<file path="config.mk">
export PLATFORM = sky130hd
export DESIGN_NAME = req_ack_tx
export DESIGN_NICKNAME = d
export VERILOG_FILES = /design/src/rtl/req_ack_tx.sv
export SDC_FILE = /design/constraint.sdc
export NUM_CORES = 1
export LEC_CHECK = 0
export BUFFER_PORTS_ARGS = -buffer_cell sky130_fd_sc_hd__buf_2
export CORE_AREA = 2 2 70 65
export CTS_CLUSTER_SIZE = 16
export DETAILED_ROUTE_END_ITERATION = 10
export DIE_AREA = 0 0 72 67
export SYNTH_ARGS = -nofsm -noshare
export SYNTH_HDL_FRONTEND = slang
export SYNTH_SLANG_ARGS = --single-unit
</file>
<file path="constraint.sdc">
create_clock -name clk -period 3.95 [get_ports clk]
set_clock_uncertainty 0.2 [all_clocks]
set_input_delay 1.185 -clock clk [delete_from_list [all_inputs] [get_ports clk]]
set_output_delay 1.185 -clock clk [all_outputs]
set_load 0.01 [all_outputs]
</file>
<file path="src/rtl/req_ack_tx.sv">
`default_nettype none
// ============================================================================
//  Module      : req_ack_tx
//  Description : Transmit side of a 4-phase req/ack handshake toward an
//                asynchronous remote domain. Accepts one word from local
//                logic, holds it on data_out, raises req_out, waits for the
//                synchronized ack to rise and fall, then pulses done. A wait
//                that exceeds TIMEOUT cycles parks the block in an error state
//                until clr_err is asserted with the remote ack low.
//  Revision    : 1.0 - initial release
// ============================================================================
module req_ack_tx #(
    parameter int DATA_W      = 8,
    parameter int TIMEOUT     = 255,
    parameter int SYNC_STAGES = 2
) (
    input  logic              clk,
    input  logic              rst,
    input  logic [DATA_W-1:0] tx_data,
    input  logic              tx_valid,
    output logic              tx_ready,
    output logic [DATA_W-1:0] data_out,
    output logic              req_out,
    input  logic              ack_in,
    output logic              done,
    output logic              busy,
    output logic              timeout_err,
    input  logic              clr_err
);

    // Counter just wide enough to hold TIMEOUT
    localparam int                c_cnt_w   = $clog2(TIMEOUT + 1);
    localparam logic [c_cnt_w-1:0] c_timeout = c_cnt_w'(TIMEOUT);

    typedef enum logic [1:0] {
        ST_IDLE = 2'd0,
        ST_REQ  = 2'd1,
        ST_REL  = 2'd2,
        ST_ERR  = 2'd3
    } state_t;

    state_t                   state_q, state_d;
    logic [c_cnt_w-1:0]       cnt_q, cnt_d;
    logic [DATA_W-1:0]        data_q, data_d;
    logic                     err_q, err_d;
    logic                     done_q, done_d;
    logic [SYNC_STAGES-1:0]   sync_q, sync_d;
    logic                     ack_s;

    // Synchronizer shift: stage 0 samples the asynchronous ack, the last
    // stage is the only copy the rest of the logic may look at
    always_comb begin
        sync_d = {sync_q[SYNC_STAGES-2:0], ack_in};
    end

    assign ack_s = sync_q[SYNC_STAGES-1];

    // Moore-style outputs decoded straight from the current state
    assign tx_ready    = (state_q == ST_IDLE) && !ack_s;
    assign req_out     = (state_q == ST_REQ);
    assign busy        = (state_q != ST_IDLE);
    assign data_out    = data_q;
    assign done        = done_q;
    assign timeout_err = err_q;

    // Next-state, wait counter, data capture and error flag
    always_comb begin
        state_d = state_q;
        cnt_d   = cnt_q;
        data_d  = data_q;
        err_d   = err_q;
        done_d  = 1'b0;
        case (state_q)
            ST_IDLE: begin
                cnt_d = '0;
                if (tx_valid && tx_ready) begin
                    data_d  = tx_data;
                    state_d = ST_REQ;
                end
            end
            ST_REQ: begin
                // Exit condition is tested first so it wins over a timeout
                if (ack_s) begin
                    state_d = ST_REL;
                    cnt_d   = '0;
                end else if (cnt_q == c_timeout) begin
                    state_d = ST_ERR;
                    err_d   = 1'b1;
                end else begin
                    cnt_d = cnt_q + 1'b1;
                end
            end
            ST_REL: begin
                if (!ack_s) begin
                    state_d = ST_IDLE;
                    done_d  = 1'b1;
                    cnt_d   = '0;
                end else if (cnt_q == c_timeout) begin
                    state_d = ST_ERR;
                    err_d   = 1'b1;
                end else begin
                    cnt_d = cnt_q + 1'b1;
                end
            end
            ST_ERR: begin
                cnt_d = '0;
                // Leaving with the remote ack still high would start the
                // next transfer against a stale acknowledge
                if (clr_err && !ack_s) begin
                    state_d = ST_IDLE;
                    err_d   = 1'b0;
                end
            end
            default: begin
                state_d = ST_IDLE;
                cnt_d   = '0;
            end
        endcase
    end

    // State register with synchronous reset overriding every other input
    always_ff @(posedge clk) begin
        if (rst) begin
            state_q <= ST_IDLE;
            cnt_q   <= '0;
            data_q  <= '0;
            err_q   <= 1'b0;
            done_q  <= 1'b0;
            sync_q  <= '0;
        end else begin
            state_q <= state_d;
            cnt_q   <= cnt_d;
            data_q  <= data_d;
            err_q   <= err_d;
            done_q  <= done_d;
            sync_q  <= sync_d;
        end
    end

endmodule
`default_nettype wire
</file>
After elaboration in Yosys (flattened, before gate mapping) --
Cells that the tools add are included.
Word-level totals: flip-flop bits (word level) 22, latch bits 0, RAM bits 0, memory bits (read-only) 0, bits of input ports 13, output and inout bits 13, word-level logic and storage cells 44, memories kept 0
Operators by class: add/sub/neg operators 1, multipliers 0, divide/modulo/power cells 0, order comparisons 0, equality and inequality tests 8, shift-type cells 0, mux-type cells 16, bitwise logic cells 1, reductions and logical operators 12
Operators by type and width (number):
- two-way mux 8 bit | 3
- case mux 8 bit (3 select lines) | 1
- two-way mux 2 bit | 5
- adder 8 x 1 -> 8 bit, second input constant | 1
- equality test 8 bit, second input constant | 1
- case mux 2 bit (4 select lines) | 1
- inequality test 2 bit, second input constant | 3
- two-way mux 1 bit | 5
- equality test 2 bit, second input constant | 2
- AND reduction 2 bit | 2
- AND reduction 4 bit | 1
- OR reduction 2 bit | 2
- logical AND 1 bit | 3
- case mux 1 bit (3 select lines) | 1
- nonzero test 3 bit | 1
- equality test 2 x 1 -> 1 bit, second input constant | 1
- logical NOT 2 bit | 1
- inequality test 2 x 1 -> 1 bit, second input constant | 1
- nonzero test 2 bit | 1
- logical NOT 1 bit | 1
- NOT 1 bit | 1

Depth between registers and ports, before layout --
word-level depth 5, gate-level depth with buffers 5

Worst setup path before layout --
No wires, ideal clock.
path type flip-flop to output port, start point register state_q[1], end point output tx_ready, data arrival time 0.978 ns, required time 2.565 ns, path slack 1.587 ns, cell stages (with the launch flop) 4, cell sequence dfxtp_1 -> buf_2 -> or2_2 -> nor2_1
On the way: longest elaborated chain between the ends 2
RTL lines:
- start: declaration | RTL line 42 | state_t state_q, state_d;
- start signal: assignment | RTL line 131 | state_q <= state_d;
- logical NOT 2 bit | RTL line 59 | assign tx_ready = (state_q == ST_IDLE) && !ack_s;
- logical AND 1 bit | RTL line 59
- end: declaration | RTL line 21 | output logic tx_ready,
No other way between the ends.

Final worst setup path --
Ends and elaborated chain as after synthesis.

==> flow_summary.toml <==
[drt]
vias = 837
wl_um = 1940
ant_nets = 0
vias_per_cell = 4.55
drc_errors = 0
wl_per_cell_um = 10.6
drt_iter0_drc = 47
dr.pass1.iters = 4

[timing]
period_share = 0.674
worst_slew_pin_slew_ps = 495
setup_tns_ps = 0
rsz0062_at_grt = "no"
fmax_mhz = 376
setup_violations = 0
finalMaxSlewViolations = 0
whs_ps = 245
slew_headroom = 0.668
period_minus_slack_ps = 2660
hold_violations = 0

[clock_tree]
cts.repair.resized = 0
tritoncts = "yes"
clock-root-buffer = "clkbuf_8"
cts.sinks = 22
clk_pin_slew_ps = 80
cts_hold_buf = 0
clockBufferDepth = 2
cts_buffers = 3
cts_setup_buffers = 0
cts.htree.levels = 1
clk-insertion-delay-late_ps = 260

[worst_hold_path]
hold_class = "flip-flop to flip-flop"

[grt]
grt_max_degree = 16
grt_pass1_wl_um = 3240
grt_overflow = 0
grt_util_met1 = 0.121
grt_pass1_vias = 698
antenna_found_initial = 0
grt_use_met3 = 0.0227
grt.total_usage = 0.0847
use_met2 = 0.118
top_usage_layer = "met1"

[logic_synthesis]
ys_ff_latch = 22
synth_top_area_frac = 0.442
synth_cells = 113
synth_area_leaders = "dfxtp_1 (44%), a21oi_1 (7.5%), nand2_1 (6.8%)"
ys_seq_area_frac = 0.442
synth_area_um2 = 997
synth_nets = 127
ys_warn_count = 0
syn_avg_cell_area_um2 = 8.82
synth_top_cell_by_area = "dfxtp_1"
ys_types = 35

[critical_path]
crit_path_start_kind = "flip-flop"
endpoint_kind = "output pin"
arrival_ps = 1280
cp_max_fo = 13
critPathRequiredTime_ps = 2560
crit_type = "flip-flop to output pin"

[place]
numPortBuffers = 25
placed_cells = 180
hpwl_um = 1380
gp_congestion = 0.707

[layout]
syn2layout_area_growth_pct = 20.0
layout.cells.non_filler = 184
nets = 151
drive_gt1_frac = 0.250
num_antenna_cells = 0

[power]
total_leakage_power_nw = 0.473
p_per_area_nw_per_um2 = 369
vdd_ir_drop_max_uv = 106

[die]
core_um2 = 4050
die_x_um = 72
rows = 22
io_pins = 26
initial_core_util = 0.246
die_height_um = 67
die-area_um2 = 4820

[run_status]
status = "finished clean"

[flow_run]
drv_cap = 0
flip-flops by register name, summed over array words and instances (netlist names):
register,count
done,1
data_out,8
state_q,2
timeout_err,1
sync_q,2
cnt_q,8
final cells by class:
type	count	area [µm²]
Tap cell	48	60.1
Timing Repair Buffer	25	125
Multi-Input combinational cell	82	504
Inverter	3	11.3
Fill cell	421	2850
Sequential cell	22	440
Clock buffer	4	55.1
worst max-delay path: stages (launching register included):
cell and delay, ps:
dfxtp_1 450, or2_2 340, nor2_1 90, buf_2 140
Yosys cell counts (all sizes together):
cell type  instances
a41oi              1
nor2b              5
and2               1
o21ai              2
nand2b             2
clkbuf             1
a21boi             1
nor3b              2
nor3               3
or4b               1
dfxtp             22
nor2               3
a211oi             5
a22oi              1
o211ai             3
or2                2
and3b              1
ha                 1
mux2i              1
o221ai             1
nand2             18
buf                5
and4               3
nand4              2
a31oi              1
a21oi             15
and3               1
nand3              3
inv                3
nor4b              2
nor4               1
final timing paths:
path              start         to  slack, ps  depth (start not counted)
min reg2reg   sync_q[0]  sync_q[1]        250                          1
max          state_q[1]   tx_ready       1290                          3
min           sync_q[0]  sync_q[1]        250                          1
max reg2reg  state_q[0]   cnt_q[0]       2310                          3
where the power goes:
| part | internal [mW] | switching [mW] |
|---|---|---|
| registers | 0.229 | 0.00714 |
| logic | 0.0213 | 0.0229 |
| clock network | 0.0888 | 0.0720 |
| total | 0.339 | 0.102 |
cell usage in the layout (no fill, tap or decap):
cell	instances
buf_2	25
dfxtp_1	22
nand2_1	18
a21oi_1	15
nor2b_1	5
a211oi_1	5
clkbuf_8	4
nor2_1	3
and4_1	3
inv_1	3
nand3_1	3
nor3_1	3
o211ai_1	3
or2_2	2
nand2b_1	2
nand4_1	2
nor4b_4	1
or4b_4	1
and3_1	1
a22oi_1	1
and2_1	1
a41oi_1	1
nor3b_2	1
and3b_1	1
o21ai_1	1
nor4_1	1
o221ai_1	1
nor4b_1	1
mux2i_1	1
nor3b_1	1
a31oi_1	1
o21ai_0	1
a21boi_0	1
ha_1	1
stage by stage:
step	utilization	setup slack (ps)	total power, mW	cell area [µm²]
final	0.296	1290	0.441	1200
after CTS	0.296	1280	0.451	1200
after detailed placement	0.282	1570	0.287	1140
after floorplan	-	1590	0.272	997
after global routing	0.296	1180	0.471	1200
after global placement	0.282	1600	0.286	1140
kinds of logic after synthesis:
family,Yosys count,synth area share
buffers and inverters,9,0.0527
AO/OA/AOI/OAI,30,0.184
flip-flops,22,0.442
multiplexers,1,0.0100
AND/OR/NAND/NOR,50,0.299
adder cells (fa/ha/maj),1,0.0125
layer usage:
| metal | up-vias | wire (µm) |
|---|---|---|
| li1 | 450 | - |
| met1 | 368 | 1030 |
| met2 | 15 | 825 |
| met3 | 4 | 55 |
| met4 | 0 | 36 |
| met5 | - | 0 |
Power figures use the tool's default switching activity.
